### src/rtl/cache_pkg.sv
// -----------------------------------------------------------------------------
// cache_pkg
// Shared constants and the refill FSM state type for the cache refill engine.
//   LINE_SIZE_BYTES : cache line size in bytes
//   DATA_WIDTH      : memory bus word width in bits
//   ADDRESS_WIDTH   : byte address width
//   OFFSET_BITS     : log2(LINE_SIZE_BYTES), width of the in-line byte offset
//   WORDS           : bus words per cache line
//   state_t         : refill engine FSM states
// -----------------------------------------------------------------------------
package cache_pkg;

    localparam int LINE_SIZE_BYTES = 64;
    localparam int DATA_WIDTH      = 32;
    localparam int ADDRESS_WIDTH   = 32;
    localparam int OFFSET_BITS     = 6;
    localparam int WORDS           = LINE_SIZE_BYTES * 8 / DATA_WIDTH;

    typedef enum logic [2:0] {
        IDLE,
        WB,
        FILL_REQ,
        FILL_WAIT,
        RESP
    } state_t;

endpackage

### src/rtl/fill_line_buffer.sv
// -----------------------------------------------------------------------------
// fill_line_buffer
// WORDS x DATA_WIDTH register that assembles one cache line from individual
// bus words and presents the whole line in parallel.
//   clk, rst : clock, asynchronous active-high reset (clears the line)
//   we       : write enable for one word
//   idx      : word index to write
//   wdata    : word value
//   line     : full assembled line, word k at [DATA_WIDTH*k +: DATA_WIDTH]
// -----------------------------------------------------------------------------
module fill_line_buffer #(
    parameter int WORDS      = 16,
    parameter int DATA_WIDTH = 32,
    parameter int IDX_WIDTH  = $clog2(WORDS)
) (
    input  logic                        clk,
    input  logic                        rst,
    input  logic                        we,
    input  logic [IDX_WIDTH-1:0]        idx,
    input  logic [DATA_WIDTH-1:0]       wdata,
    output logic [WORDS*DATA_WIDTH-1:0] line
);

    logic [WORDS*DATA_WIDTH-1:0] line_q;

    // NOTE: sequential state is always updated with non-blocking assignments so
    // every register samples its inputs as they were before the clock edge.
    always_ff @(posedge clk or posedge rst) begin
        if (rst) begin
            line_q <= '0;
        end else if (we) begin
            line_q[int'(idx) * DATA_WIDTH +: DATA_WIDTH] <= wdata;
        end
    end

    assign line = line_q;

endmodule

### src/rtl/cache_refill_engine.sv
// -----------------------------------------------------------------------------
// cache_refill_engine
// Services one cache miss at a time: optionally writes the dirty victim line
// back word by word, then fetches the new line one word at a time (a single
// read outstanding) and hands the assembled line to the cache controller.
//   clk, rst                      : clock, asynchronous active-high reset
//   i_req_valid / o_req_ready     : miss request handshake (ready only in IDLE)
//   i_req_fill_addr               : line to fetch (offset bits ignored)
//   i_req_wb, i_req_wb_addr       : victim dirty flag and victim line address
//   i_req_wb_data                 : victim line data
//   o_rsp_valid / i_rsp_ready     : filled line handshake
//   o_rsp_addr, o_rsp_data        : line-aligned fill address, assembled line
//   o_mem_valid / i_mem_ready     : memory command handshake
//   o_mem_we, o_mem_addr          : command type (1 = write) and byte address
//   o_mem_wdata                   : write data
//   i_mem_rvalid, i_mem_rdata     : read return
// -----------------------------------------------------------------------------
module cache_refill_engine #(
    parameter int LINE_SIZE_BYTES = cache_pkg::LINE_SIZE_BYTES,
    parameter int DATA_WIDTH      = cache_pkg::DATA_WIDTH,
    parameter int ADDRESS_WIDTH   = cache_pkg::ADDRESS_WIDTH,
    parameter int OFFSET_BITS     = cache_pkg::OFFSET_BITS
) (
    input  logic                         clk,
    input  logic                         rst,
    input  logic                         i_req_valid,
    output logic                         o_req_ready,
    input  logic [ADDRESS_WIDTH-1:0]     i_req_fill_addr,
    input  logic                         i_req_wb,
    input  logic [ADDRESS_WIDTH-1:0]     i_req_wb_addr,
    input  logic [LINE_SIZE_BYTES*8-1:0] i_req_wb_data,
    output logic                         o_rsp_valid,
    input  logic                         i_rsp_ready,
    output logic [ADDRESS_WIDTH-1:0]     o_rsp_addr,
    output logic [LINE_SIZE_BYTES*8-1:0] o_rsp_data,
    output logic                         o_mem_valid,
    input  logic                         i_mem_ready,
    output logic                         o_mem_we,
    output logic [ADDRESS_WIDTH-1:0]     o_mem_addr,
    output logic [DATA_WIDTH-1:0]        o_mem_wdata,
    input  logic                         i_mem_rvalid,
    input  logic [DATA_WIDTH-1:0]        i_mem_rdata
);

    import cache_pkg::state_t;
    import cache_pkg::IDLE;
    import cache_pkg::WB;
    import cache_pkg::FILL_REQ;
    import cache_pkg::FILL_WAIT;
    import cache_pkg::RESP;

    localparam int WORDS          = LINE_SIZE_BYTES * 8 / DATA_WIDTH;
    localparam int CNT_WIDTH      = $clog2(WORDS);
    localparam int BYTES_PER_WORD = DATA_WIDTH / 8;
    localparam logic [CNT_WIDTH-1:0]     LAST_WORD   = CNT_WIDTH'(WORDS - 1);
    localparam logic [ADDRESS_WIDTH-1:0] OFFSET_MASK =
        ADDRESS_WIDTH'((64'd1 << OFFSET_BITS) - 64'd1);

    state_t                          state_q, state_d;
    logic [CNT_WIDTH-1:0]            cnt_q, cnt_d;
    logic [ADDRESS_WIDTH-1:0]        fill_base_q, wb_base_q;
    logic [LINE_SIZE_BYTES*8-1:0]    victim_q;
    logic [ADDRESS_WIDTH-1:0]        word_offset;
    logic                            accept;
    logic                            buf_we;

    assign word_offset = ADDRESS_WIDTH'(cnt_q) * ADDRESS_WIDTH'(BYTES_PER_WORD);

    always_ff @(posedge clk or posedge rst) begin
        if (rst) begin
            state_q <= IDLE;
            cnt_q   <= '0;
        end else begin
            state_q <= state_d;
            cnt_q   <= cnt_d;
        end
    end

    // Line bases are stored already aligned so every later address is base + offset.
    always_ff @(posedge clk or posedge rst) begin
        if (rst) begin
            fill_base_q <= '0;
            wb_base_q   <= '0;
        end else if (accept) begin
            fill_base_q <= i_req_fill_addr & ~OFFSET_MASK;
            wb_base_q   <= i_req_wb_addr & ~OFFSET_MASK;
        end
    end

    // NOTE: the victim line is a wide data-only register and is left out of
    // reset; its words only reach o_mem_wdata while in WB, after a capture.
    always_ff @(posedge clk) begin
        if (accept) begin
            victim_q <= i_req_wb_data;
        end
    end

    // NOTE: every signal written here gets a default first so no path through
    // the case statement can leave one unassigned and infer a latch.
    always_comb begin
        state_d     = state_q;
        cnt_d       = cnt_q;
        accept      = 1'b0;
        buf_we      = 1'b0;
        o_req_ready = 1'b0;
        o_rsp_valid = 1'b0;
        o_mem_valid = 1'b0;
        o_mem_we    = 1'b0;
        o_mem_addr  = '0;
        o_mem_wdata = '0;

        case (state_q)
            IDLE: begin
                // Gated by rst so every output reads 0 while reset is held.
                o_req_ready = !rst;
                if (i_req_valid && !rst) begin
                    accept  = 1'b1;
                    cnt_d   = '0;
                    state_d = i_req_wb ? WB : FILL_REQ;
                end
            end
            WB: begin
                o_mem_valid = 1'b1;
                o_mem_we    = 1'b1;
                o_mem_addr  = wb_base_q + word_offset;
                o_mem_wdata = victim_q[int'(cnt_q) * DATA_WIDTH +: DATA_WIDTH];
                if (i_mem_ready) begin
                    if (cnt_q == LAST_WORD) begin
                        cnt_d   = '0;
                        state_d = FILL_REQ;
                    end else begin
                        cnt_d = cnt_q + 1'b1;
                    end
                end
            end
            FILL_REQ: begin
                o_mem_valid = 1'b1;
                o_mem_addr  = fill_base_q + word_offset;
                if (i_mem_ready) begin
                    state_d = FILL_WAIT;
                end
            end
            FILL_WAIT: begin
                // The only state that listens to read returns.
                if (i_mem_rvalid) begin
                    buf_we = 1'b1;
                    if (cnt_q == LAST_WORD) begin
                        state_d = RESP;
                    end else begin
                        cnt_d   = cnt_q + 1'b1;
                        state_d = FILL_REQ;
                    end
                end
            end
            RESP: begin
                o_rsp_valid = 1'b1;
                if (i_rsp_ready) begin
                    cnt_d   = '0;
                    state_d = IDLE;
                end
            end
            default: begin
                state_d = IDLE;
                cnt_d   = '0;
            end
        endcase
    end

    fill_line_buffer #(
        .WORDS      (WORDS),
        .DATA_WIDTH (DATA_WIDTH),
        .IDX_WIDTH  (CNT_WIDTH)
    ) u_line_buffer (
        .clk   (clk),
        .rst   (rst),
        .we    (buf_we),
        .idx   (cnt_q),
        .wdata (i_mem_rdata),
        .line  (o_rsp_data)
    );

    assign o_rsp_addr = fill_base_q;

endmodule

### config.mk
export PLATFORM = sky130hd
export DESIGN_NAME = cache_refill_engine
export DESIGN_NICKNAME = d
export VERILOG_FILES = /design/src/rtl/cache_pkg.sv /design/src/rtl/fill_line_buffer.sv /design/src/rtl/cache_refill_engine.sv
export SDC_FILE = /design/constraint.sdc
export NUM_CORES = 1
export LEC_CHECK = 0
export CELL_PAD_IN_SITES_DETAIL_PLACEMENT = 1
export CELL_PAD_IN_SITES_GLOBAL_PLACEMENT = 2
export CORE_AREA = 2 2 479 481
export DETAILED_ROUTE_END_ITERATION = 12
export DIE_AREA = 0 0 481 483
export PLACE_DENSITY_LB_ADDON = 0.1
export SYNTH_ARGS = -nofsm -noshare
export SYNTH_HDL_FRONTEND = slang
export SYNTH_SLANG_ARGS = --single-unit
### constraint.sdc
create_clock -name clk -period 36 [get_ports clk]
set_input_delay 7.2 -clock clk [delete_from_list [all_inputs] [get_ports clk]]
set_output_delay 7.2 -clock clk [all_outputs]
set_load 0.01 [all_outputs]
* Word level (Yosys, flattened, before mapping)
Cells that the tools add are included.
** Word-level totals
- Register bits :: 1083
- Input port bits :: 615
- Output and inout bits :: 612
- Logic and storage cells :: 59
** Operators by class
- $add $sub $neg :: 4
- Equality and inequality tests :: 12
- Shift-type cells :: 3
- Muxes and demuxes :: 27
- Bitwise operators :: 1
- Reductions and logical operators :: 6
** Operators by type and width (count)
- $bwmux W512 :: 1
- $shift A32 B33 Y512 const A :: 1
- $shiftx A32 B33 Y512 :: 1
- $shiftx A512 B10 Y32 :: 1
- $add A32 B6 Y32 :: 2
- $pmux W32 S2 :: 1
- $neg A9 Y33 :: 1
- $mux W32 :: 1
- $mux W4 :: 6
- $mux W3 :: 7
- $pmux W4 S5 :: 1
- $pmux W3 S5 :: 1
- $ne A2 B2 Y1 const B :: 7
- $reduce_and A6 Y1 :: 2
- $mux W1 :: 8
- $eq A3 B2 Y1 const B :: 2
- $add A4 B1 Y4 const B :: 1
- $eq A4 B4 Y1 const B :: 1
- $eq A3 B1 Y1 const B :: 1
- $eq A3 B3 Y1 const B :: 1
- $logic_not A3 Y1 :: 1
- $mux W2 :: 1
- $reduce_or A2 Y1 :: 1
- $logic_and A1 B1 Y1 :: 1
- 2 further kinds :: 2

* Longest topological paths before layout
Gate-level depths: netlist of the first run.
- Word-level depth :: 4
- Depth in mapped cells :: 13
- Gate-level depth less buffers :: 7

* By module
From an unflattened synthesis of the first run, not the netlist that was laid out.
** Unflattened totals
- Cell total of the unflattened synthesis :: 2771
- Area total of the unflattened synthesis :: 43211.4 µm²
** By module, submodules not included
- cache_refill_engine :: instances 1, cells an instance 1003, area each 22101.2 µm², seq. area each 16851.2 µm²
- fill_line_buffer :: instances 1, cells an instance 1768, area each 21110.2 µm², seq. area each 12812.3 µm²

* Worst setup path before layout of the first run
No wires, ideal clock.
- Kind :: input port to flip-flop
- Start :: input port rst
- End :: register victim_q[0] (enable)
- Setup time :: 0.857 ns
- Arrival time :: 18.041 ns
- Required time :: 35.143 ns
- Slack :: 17.102 ns
- Stages on the path :: 4
- Path buffers :: 1
- Cell sequence :: nor4_1 > nand2_1 > clkbuf_1 > inv_1
** Between the ends
- Cells in the longest elaborated chain, start to end :: 4
** Ends and longest elaborated chain
- start: declaration :: line cache_refill_engine.sv:25 : input logic rst,
- $logic_not A1 Y1 (no source line)
- $logic_and A1 B1 Y1 :: line cache_refill_engine.sv:116 : if (i_req_valid && !rst) begin
- $mux W1 :: line cache_refill_engine.sv:116
- $mux W1 :: line cache_refill_engine.sv:112 : case (state_q)
- net accept :: line cache_refill_engine.sv:64 : logic accept;
- end signal: assignment :: line cache_refill_engine.sv:94 : victim_q <= i_req_wb_data;
- end: declaration :: line cache_refill_engine.sv:62 : logic [LINE_SIZE_BYTES*8-1:0] victim_q;
The timed path passes the listed nets, and every way through them passes these cells.
A chain may end at the register's enable or synchronous reset.

* Worst setup path after layout of the first run
- Start :: input port rst
- End :: output port o_req_ready
** Between the ends
- Cells in the longest elaborated chain, start to end :: 2
** Ends and longest elaborated chain
- $logic_not A1 Y1 (no source line)
- $mux W1 :: line cache_refill_engine.sv:112
- end: declaration :: line cache_refill_engine.sv:27 : output logic o_req_ready,
No other way between the ends.

==> run summary, run 1 <==
In this run, synthesis produced a sequential element count of 1083. The number of buffer and inverter stages on the critical path is 2. The highest-delay cell along the critical path is clkdlybuf4s50_1. The number of violations of the max-capacitance limit was 0; the total global-route track usage was 18.43%. For the post-route non-filler standard cell count, the log shows 7539. In this run the mean area of a mapped cell was 13.25 um2. The simple-gate portion of the synthesized area works out to 9.446%.

TritonCTS built the clock tree. Internal power comes to 2.464 mW. The die is 483 um tall.

The count of nets after finishing is 4999, and the synthesized-area fraction occupied by ao, oa, aoi and oai cells is 7.670%. The cell row count came out at 175. In this run the biggest area consumer among cell types represents 36.19% of the synthesized area.

The portion of netlist area occupied by mux cells is 9.673%. Sorting the synthesized cells by area gives the leading types as edfxtp_1 (36%), dfrtp_1 (34%), nand2_1 (7.2%). The placed instances occupy a cell area of 57940 um2. The critical path goes through clkdlybuf4s50_1 > nor4_1 > clkdlybuf4s50_1.

The tightest min-delay check is of the register to register type. In the routed design, unresolved DRC markers number 0. The worst register-to-register path begins at cnt_q[0]$_DFFE_PP0P_. In this design, the largest share of critical-path delay is due to buffers and inverters. For the clock net sink count, the log shows 1083. Measured against its own limit, the worst slew margin works out to 25.36%. The clock slew at the register clock pins of the worst setup and hold paths came out at 0.05 ns. Most prevalent standard cell on the critical path: clkdlybuf4s50_1.

The initial core utilization is 18.73%, and the number of port buffers is 1206. The routed design has 218.6 mm of wire. In the synthesized netlist, the cells that appear most often are nand2_1 (819), dfrtp_1 (571), edfxtp_1 (512).

The routed wire length per instance was 28.99 um. Among all flip-flop cells after synthesis, the most frequent one is dfrtp_1. CTS placed an instance of clkbuf_16 at the clock tree root.

The critical path crosses 3 cells after its start point. Setup repair after global routing left no endpoint under its margin. The data required time of the critical path was 28.80 ns.

The starting DRC count in detailed routing is 1638, and the via count of the first global-routing pass is 32690. The count of hold-fix buffers inserted at cts is 0. Static timing analysis puts the maximum clock frequency at 61.91 MHz.

The worst hold path passes through 2 cells. The total overflow left after global routing is 0. Relative to the synthesized area, the layout overhead comes to 47.50%. The maximum fanout count along the critical path is 3. The run finished with clean final reports. The horizontal die dimension was 481 um; the wire length of the first global-routing pass was 293.1 mm. Once detail routing completed, the nets flagged for antenna violations numbered 0. STA puts the critical path data arrival time at 8.95 ns.

In this run the deepest clock path goes through 3 buffers. The final RePlAce weighted congestion is 0.7655, and the number of cells in the design after placement is 7245. The tools report the cell leakage power as 23.46 nW. The switching share of power was 29.49%; the number of H-tree levels was 4. The run gives 226800 um2 as the core area.

Synthesis instantiated 55 different standard cells from the library. Dividing total power by cell area gives a power density of 55.77 nW/um2. Summing every instance area after synthesis gives 42480 um2. Subtracting the final worst setup slack from the clock period gives 16.15 ns. For this design the total switching power over the nets is 1.030 mW. The via count normalized by instance count is 4.081.

Summing all non-filler instances in the final layout gives an area of 62660 um2. Summing the areas of all xor and xnor instances in the mapped netlist gives 0.02062% of the synthesized area. The fraction of final layout cells with drive strength greater than 1 is 12.01%. edfxtp_1 takes more of the synthesized area than any other cell. Setup slack on the worst reg-to-reg path comes out at 31.20 ns.

The run gives 0.4648 ns as the worst hold margin. The leading cell type by number of instances after synthesis was nand2_1. The tools report the total count of max-transition violations in the final report as 0.

After synthesis, flip-flops and latches occupy 69.83% of the total area. In this run, synthesis inferred 512 flip-flops with an integrated enable. Entering global routing, the biggest net connects 153 pins. Combinational logic burns 19.3% of the power.

The number of detailed-route iterations in the first pass came out at 5. After legalization and detailed placement, the total HPWL measured 157.8 mm. The tools report the number of antenna violations at the first check in global routing as 145. Clock skew on the completed layout was measured at 0.02651 ns. Of the total power, registers draw 39.9%.

The most critical setup path has its endpoint at o_req_ready. Total power for the finished layout comes to 3.495 mW. Setup violations remaining at the end of the flow were counted as 0.

The critical path in this run is classified as input pin to output port. STA classifies the critical path endpoint as an output port. Summed over all failing endpoints, the final setup total negative slack is 0 ns. For the power share of the clock group, the log shows 40.8%. The worst setup path is launched from an input pin. For the clock latency on the worst-skew pair, the log shows 0.79 ns.

The worst path uses 44.87% of the clock period. In this design, the stage delay of the slowest critical-path cell is 0.75 ns. Post-CTS timing repair inserted 0 buffers for setup. The logs give 0 for the hold violation count in the final report and 232300 um2 for the total die area.

The logs give 30770 for the total number of vias and 3205 for the post-synthesis cell count. The main combinational cell family by area after synthesis is multiplexers. The source of the critical timing path was rst.

The post-synthesis async set-or-reset flop share came out at 52.72%. The worst flop-to-flop path endpoint is u_line_buffer.line[337]$_DFFE_PP0P_. In this run the count of I/O pins placed on the die edge is 1227. For this run, the number of Yosys warnings is 0. The actual transition at the worst max-transition pin was 1.117 ns. In this run, post-CTS repair resized a total of 0 instances.

Number of cells traversed by the worst register-to-register path: 10. After Yosys synthesis, full adders, half adders and majority gates account for 0.08836% of the synthesized area. In this run, CTS created clock tree buffers numbering 143. Largest vdd supply drop: 0.03958 mV.
power by group through the flow:
stage / Clock (mW) / Combinational (mW) / Sequential [mW]
floorplan: 0 / 0.321 / 1.41
global placement: 0 / 0.703 / 1.42
detailed placement: 0 / 0.707 / 1.42
CTS: 1.48 / 0.708 / 1.40
global route: 1.52 / 0.734 / 1.40
finish: 1.43 / 0.676 / 1.39
flip-flops by register name (all words and copies together) (netlist names):
name and flops:
u_line_buffer.line 512, victim_q 512, o_rsp_addr 26, wb_base_q 26, cnt_q 4, state_q 3
worst min-delay path, cell delays in order (launching register included):
cell	delay, ns
dfrtp_1	0.34
nand2_1	0.05
nand2_1	0.05
stage by stage:
stage	util [%]	setup slack [ns]
final	27.62	19.85
after global routing	27.60	19.76
after CTS	27.59	19.82
after detailed placement	25.54	19.82
after global placement	25.54	19.83
after floorplan	-	12.83
layer usage:
| metal | GRT usage (%) | wire length (um) | vias to the layer above | share of wire, % |
|---|---|---|---|---|
| li1 | - | - | 13840 | - |
| met1 | 19.87 | 81320 | 15280 | 37 |
| met2 | 32.34 | 110300 | 1055 | 50 |
| met3 | 7.855 | 19660 | 437 | 9.0 |
| met4 | 5.688 | 6313 | 152 | 2.9 |
| met5 | 0 | 964 | - | 0.44 |
final cells by class:
| class | instances | area, um2 |
|---|---|---|
| clock buffers | 203 | 4065 |
| diodes | 33 | 82.58 |
| clock inverters | 58 | 571.8 |
| multi-input cells | 1801 | 11600 |
| inverters | 75 | 299.0 |
| fillers | 24880 | 164200 |
| repair buffers | 1277 | 12600 |
| flip-flops and latches | 1083 | 29670 |
| well taps | 3009 | 3765 |
worst min path at each step:
stage | from | end | slack, ns
3_3_place_gp | u_line_buffer.line[412]$_DFFE_PP0P_ | u_line_buffer.line[412]$_DFFE_PP0P_ | 0.45
6_report | u_line_buffer.line[415]$_DFFE_PP0P_ | u_line_buffer.line[415]$_DFFE_PP0P_ | 0.46
5_1_grt | u_line_buffer.line[403]$_DFFE_PP0P_ | u_line_buffer.line[403]$_DFFE_PP0P_ | 0.48
2_1_floorplan | wb_base_q[28]$_DFFE_PP0P_ | wb_base_q[28]$_DFFE_PP0P_ | 0.48
3_5_place_dp | u_line_buffer.line[398]$_DFFE_PP0P_ | u_line_buffer.line[398]$_DFFE_PP0P_ | 0.46
4_1_cts | u_line_buffer.line[398]$_DFFE_PP0P_ | u_line_buffer.line[398]$_DFFE_PP0P_ | 0.47
layout by cell type, fill, tap and decap left out, types with 33 or more instances in the layout:
cell type        count
mux4_2             128
nand3_1            100
clkbuf_1            35
diode_2             33
inv_1               71
buf_4               67
edfxtp_1           512
o21ai_0            339
clkbuf_16          144
clkdlybuf4s50_1   1196
nand2_1            809
dfrtp_1            569
o21ai_1             51
mux2_2              52
o31ai_1             69
mux2i_1             64
logic make-up (layout without fill, tap and decap cells):
family | after synthesis | after routing
flip-flops | 1083 | 1083
AND/OR/NAND/NOR | 986 | 986
AO/OA/AOI/OAI | 559 | 559
buffers and inverters | 328 | 1613
multiplexers | 244 | 244
adder cells (fa/ha/maj) | 3 | 3
other | 1 | 41
XOR/XNOR | 1 | 1
No activity file was read; power rests on OpenSTA's default activity.
==> run 2: changes to the inputs <==
- CORE_AREA: 2 2 479 481 -> 2 2 483 485
- DIE_AREA: 0 0 481 483 -> 0 0 485 487
- clock period: 36 -> 14.54 ns (I/O delays scaled with it)
==> run 2 against run 1 <==
Against the previous run:
- via count shrank 0.85%
- non-clock buffer count shrank 2
- highest routed layer unchanged
- clock power grew 150%
- utilization shrank 0.53 points
==> run summary, run 2 (synthesized netlist as in run 1, its figures left out) <==
The run finished with clean final reports. The largest single stage delay on the critical path is 0.91 ns. Measured on the finished design, the core utilization comes to 27.09%. The setup total negative slack is 0 ns. Via count of the first global-routing pass: 33040. For this configuration, the core starts out at a cell density of 18.36%. The clock period could shrink to 7.989 ns.

For the number of violations of the max-capacitance limit, the log shows 0. The library cell used most frequently in the layout, excluding fill and tap cells, is clkdlybuf4s50_1. The clock passes through at most 3 buffers. TritonCTS created 144 clock buffers.

STA classifies the critical path endpoint as an output port. Relative to the synthesized area, the layout overhead comes to 47.60%. The clock drives 1083 sinks. Across all layers, the routed design uses 30500 vias.

Horizontal die dimension: 485 um. The height of the die works out to 487 um. The buffer count from post-CTS setup fixing came out at 0. After the first detailed-routing iteration, the DRC count stood at 1473. The layout has 25180 filler cells. At the worst endpoint, the required time is 11.63 ns.

Clock latency on the worst-skew pair: 0.81 ns. The most prevalent standard cell on the critical path is buf_4. The actual transition at the worst max-transition pin is 1.124 ns. The post-route non-filler standard cell count is 7574.

The worst setup path is launched from a register. The hold violation count in the final report was 0. The top cell types in the final layout, fill and taps aside, are clkdlybuf4s50_1 (1195), nand2_1 (810), dfrtp_1 (569). The post-route antenna net violation count came out at 0.

The number of cells in the design after placement is 7277, and the number of ports placed on the die boundary is 1227. Detailed placement ended at an HPWL of 159.1 mm. On the final layout, the worst clock skew is 0.03129 ns. At the end of routability-driven placement, the weighted congestion stood at 0.7601. Input and output buffers added on the ports amount to 1206. Quantity of gates resized following cts: 0. Traced cell by cell, the critical path runs through buf_4 > buf_4 > mux4_2 > mux2i_1 > o22ai_1 > clkdlybuf4s50_1.

In the routed layout, each cell is associated on average with a via count of 4.027. The placed cell area came out at 58000 um2. The category of the most critical setup path is register to output port. The slowest stage of the critical path is the dfrtp_4 cell. The run gives 177 as the cell row count. The total count of max-transition violations in the final report came out at 0. The count of nets after finishing came out at 4998. VDD sags by at most 0.1000 mV.

Setup violations remaining at the end of the flow were counted as 0. The cell sitting at the root of the clock tree is a clkbuf_16. Data arrives at the worst endpoint at 5.08 ns. For the number of antenna violations at the first check in global routing, the log shows 152. The logs give 18.43% for the total global-route track usage and 236200 um2 for the total die area.

The final layout contains routed wiring with a total length of 221.2 mm. Setup repair after global routing left no endpoint under its margin. The wire length of the first global-routing pass was 297.0 mm. The largest net degree at the start of global routing was 173; the maximum fanout count along the critical path was 34. After routing the design area is 62700 um2. The power density over the cells is 138.2 nW/um2. The tools report the remaining max-slew budget at the tightest pin as 24.91%. For the core area, the log shows 231400 um2. TritonCTS built the clock tree. The number of H-tree levels is 4. In the routed design, unresolved DRC markers number 0. In this run the worst hold path is classified as register to register.

Derived from the worst setup path, the maximum achievable clock frequency is 125.2 MHz. The number of detailed-route iterations in the first pass is 5. Clock-pin slew was measured on the worst setup and hold paths at 0.06 ns. The analysis attributes to cell leakage a power of 23.44 nW. The fraction of final layout cells with drive strength greater than 1 is 11.76%, and the aggregate global routing overflow is 0. Hold repair after CTS inserted 0 buffers. Of the available clock period, the critical path in the final layout requires 54.95%. Routed wire length per instance: 29.21 um.
run 2: worst max-delay path: cells and delay by family, from the launching register on:
kind	cells	cell delay (ns)
AOI/OAI and AO/OA	1	0.15
buffers and inverters	3	2.06
DFF	1	0.91
muxes	2	1.02
run 2: stage by stage:
stage          worst slack [ns]  hold WS, ns  power [mW]
3_3_place_gp              7.018       0.4554       5.256
4_1_cts                   6.113       0.4683       8.900
2_1_floorplan             2.712       0.4799       4.297
3_5_place_dp              7.038       0.4562       5.269
5_1_grt                   6.065       0.4940       9.079
6_report                  6.551       0.4639       8.668
run 2: path summary, 6_finish.rpt:
check,start,endpoint,slack [ns],depth (start not counted)
setup / recovery,cnt_q[0]$_DFFE_PP0P_,o_mem_wdata[14],6.55,6
hold reg to reg,u_line_buffer.line[409]$_DFFE_PP0P_,u_line_buffer.line[409]$_DFFE_PP0P_,0.46,2
setup reg to reg,cnt_q[0]$_DFFE_PP0P_,u_line_buffer.line[335]$_DFFE_PP0P_,9.40,9
max in group asynchronous,rst,u_line_buffer.line[388]$_DFFE_PP0P_,9.27,5
min in group asynchronous,rst,state_q[2]$_DFFE_PP0P_,2.55,2
hold / removal,u_line_buffer.line[409]$_DFFE_PP0P_,u_line_buffer.line[409]$_DFFE_PP0P_,0.46,2
run 2: final cells by class:
class / count / area (um2) / share of cell area [%]
clock buffer: 203 / 4026 / 6.421
antenna: 40 / 100.1 / 0.1596
clock inverter: 54 / 578.1 / 0.9219
multi-input combinational: 1801 / 11610 / 18.52
timing repair buffer: 1275 / 12610 / 20.11
inverter: 75 / 294.0 / 0.4689
tap: 3043 / 3807 / 6.072
sequential: 1083 / 29670 / 47.32
run 2: where the power goes:
group          switching, mW  leakage (nW)  total (mW)  internal (mW)
Clock                   1.50          2.24        3.53           2.03
Combinational          0.940          9.05        1.68          0.735
Sequential             0.123          12.1        3.46           3.34
run 2: metal layers:
layer / share of wire, % / vias up / global-route usage, % / wire length [um]
met3: 9.2 / 432 / 8.215 / 20300
li1: - / 13820 / - / -
met1: 37 / 15070 / 19.45 / 81280
met2: 51 / 1025 / 32.47 / 111800
met4: 3.1 / 158 / 6.209 / 6860
met5: 0.45 / - / 0 / 1002
==> run 3: changes to the inputs <==
- clock period: 14.54 -> 6.8 ns (I/O delays scaled with it)
==> run 3 against run 2 <==
Against the previous run:
- clock power rose by 110%
- clock-buffer cell count fell by 6
- utilization barely moved
- largest cell class unchanged
- first-iteration DRC count rose by 8.0%
- cell area rose by 0.13%
- flip-flop and latch count did not move
- worst setup slack got worse by 5.1 ns
==> run summary, run 3 (synthesized netlist as in run 1, its figures left out) <==
Setup repair after global routing left no endpoint under its margin. Dividing the detail-routed via count by the number of cells gives 4.049. Measured against its own limit, the worst slew margin works out to 25.33%. The tools report the number of ports placed on the die boundary as 1227. The signal on the critical path passes through buf_4 > mux4_2 > mux2i_1 > o22ai_1 > clkdlybuf4s50_1. The largest vdd supply drop is 0.1853 mV. Capturing element of the worst setup path: o_mem_wdata[19]. The power density over the cells is 295.2 nW/um2. Clock tree synthesis inserted a total of 145 buffers.

Summed over all failing endpoints, the final setup total negative slack is 0 ns. The number of H-tree levels is 4. Measured on the finished design, the core utilization comes to 27.13%. In the layout the commonest cells are clkdlybuf4s50_1 (1197), nand2_1 (809), dfrtp_1 (569).

In this run, the number of DRC markers left after iteration 0 of detailed routing was 1591. In this run the power spent charging and discharging nets is 5.467 mW. The upper clock frequency limit was 185.5 MHz; the total DRC errors in the routed layout was 0. Grouping stages by cell kind, the critical path spends the most delay in buffers and inverters. For the number of antenna violations at the first check in global routing, the log shows 137. In this run the critical register-to-register path is launched from cnt_q[0]$_DFFE_PP0P_. In this run the standard cell core region covers 231400 um2. The fraction of final layout cells with drive strength greater than 1 works out to 11.77%. Per report_power, the combinational group accounts for 19.5% of the total. Number of buffer and inverter stages on the critical path: 2. Clock latency on the worst-skew pair, taken at its later pin, is 0.80 ns. The floorplan has 177 rows.

The run gives 1.409 ns as the smallest setup slack after layout. The worst setup path is captured at an output port. The tools report the buffer cell driving the clock tree root as clkbuf_16. The maximum clock skew at final layout was 0.03065 ns.

The run gives 4.03 ns as the arrival time at the worst endpoint. The switching share of power is 29.50%. The worst register-to-register path has a depth of 8. The tools report the via count of the first global-routing pass as 33180.

The clock net in this run drives a total of 1083 sinks. After clock tree synthesis, the clock-pin slew on the worst setup and hold paths is 0.05 ns. The synthesis-to-layout area growth came out at 47.80%. The detailed-route wire length came out at 218.9 mm.

Category of the most critical setup path: register to output port. The data required time of the critical path came out at 5.44 ns. The logs give 40.6% for the power share of the clock group and 149 for the largest net degree at the start of global routing.

In this run, post-CTS repair resized a total of 0 instances. The critical path starts at cnt_q[0]$_DFFE_PP0P_. The tools report the worst flop-to-flop path endpoint as u_line_buffer.line[243]$_DFFE_PP0P_. The number of placed instances, taps included, is 7286. The library cell used most frequently in the layout, excluding fill and tap cells, is clkdlybuf4s50_1. Time the worst path needs with I/O delays and setup: 5.391 ns.

The critical path startpoint category is a register. In the final routed layout, each cell accounts on average for 28.91 um. The slack of the worst reg-to-reg path came out at 2.40 ns. In this run the number of cells on the critical path is 5. The longest individual stage delay on the worst path was 0.88 ns; the final cycle utilization of the critical path was 79.27%. The die covers 236200 um2. The maximum fanout count along the critical path came out at 35. The tools report the number of detailed-route iterations in the first pass as 7. The number of port buffers came out at 1206. In this run the worst hold path is classified as register to register.

The die is 485 um wide. The detail route stage leaves a number of antenna-violating nets equal to 0. The first global-routing pass estimated 294.1 mm of wire. For the count of nets after finishing, the log shows 5008. The run gives 3 as the number of buffers on the longest clock path. The tool flagged a number of max-cap violations equal to 0.

Overall power consumption after layout is estimated at 18.53 mW. TritonCTS built the clock tree. For this design the static power due to leakage is 23.48 nW. After clock tree synthesis, the setup repair step added 0 buffers. The die is 487 um tall.

The tools report the aggregate global routing overflow as 0. The share of power burned in registers was 39.9%; the placed wire-length estimate was 160.7 mm. At the placement stage, the worst setup path has a slack of 2.011 ns. The initial utilization of the core area, before any placement, comes to 18.36%. The slowest stage of the critical path is the dfrtp_4 cell. The logs give 0.7572 for the final RePlAce weighted congestion and 7572 for the post-route non-filler standard cell count.

The run finished with clean final reports. The routed layout has 30660 vias. The actual transition at the worst max-transition pin is 1.117 ns.

For the internal power of the cells, the log shows 13.07 mW. Setup violations remaining at the end of the flow were counted as 0. Buffers inserted to repair hold after CTS numbered 0. The run gives 0 as the total count of max-transition violations in the final report.

Hold violation count in the final report: 0. The run gives 18.22% as the total global-route track usage.
run 3: changes by cell type in the layout (fill, tap and decap cells not counted), moves of 3 or more:
cell      delta
diode_2      -4
buf_4        +7
clkinv_2     -3
clkbuf_1     -3
clkinv_8     -3
clkbuf_8     -5
clkinv_1     +4
run 3: final cells by class:
class | instances | area (um2)
Tap cell | 3043 | 3807
Timing Repair Buffer | 1284 | 12710
Clock inverter | 53 | 581.8
Multi-Input combinational cell | 1801 | 11630
Antenna cell | 36 | 90.09
Sequential cell | 1083 | 29670
Clock buffer | 197 | 3996
Fill cell | 25110 | 168600
Inverter | 75 | 291.5
run 3: per-stage QoR:
stage	instance area [um2]	hold slack [ns]
floorplan	42540	0.4797
global placement	58120	0.4527
finish	62790	0.4627
detailed placement	58120	0.4545
global route	62720	0.4800
CTS	62700	0.4672
run 3: worst min-delay path by stage:
stage                                             start                             endpoint  slack (ns)  cells past startpoint
detailed placement  u_line_buffer.line[407]$_DFFE_PP0P_  u_line_buffer.line[407]$_DFFE_PP0P_        0.45                      2
global placement    u_line_buffer.line[408]$_DFFE_PP0P_  u_line_buffer.line[408]$_DFFE_PP0P_        0.45                      2
CTS                 u_line_buffer.line[407]$_DFFE_PP0P_  u_line_buffer.line[407]$_DFFE_PP0P_        0.47                      2
floorplan                     wb_base_q[31]$_DFFE_PP0P_            wb_base_q[31]$_DFFE_PP0P_        0.48                      1
finish              u_line_buffer.line[407]$_DFFE_PP0P_  u_line_buffer.line[407]$_DFFE_PP0P_        0.46                      2
global route        u_line_buffer.line[403]$_DFFE_PP0P_  u_line_buffer.line[403]$_DFFE_PP0P_        0.48                      2
run 3: routing by layer:
layer  GRT usage (%)  part of all wire, %  up-vias
li1                -                    -    13830
met1           19.57                   37    15240
met2           31.95                   50     1024
met3           7.852                  9.1      427
met4           5.987                  3.2      142
met5               0                 0.41        -
run 3: worst min-delay path: cells and delay by family (launching register included):
kind	cells	cell delay, ns
flip-flops	1	0.34
AND/OR/NAND/NOR	2	0.10
run 3: power groups by stage:
stage	clock network [mW]	registers [mW]	logic (mW)
final	7.53	7.40	3.61
after floorplan	0	7.49	1.70
after detailed placement	0	7.54	3.77
after global routing	8.08	7.45	3.93
after CTS	7.87	7.41	3.78
after global placement	0	7.53	3.76
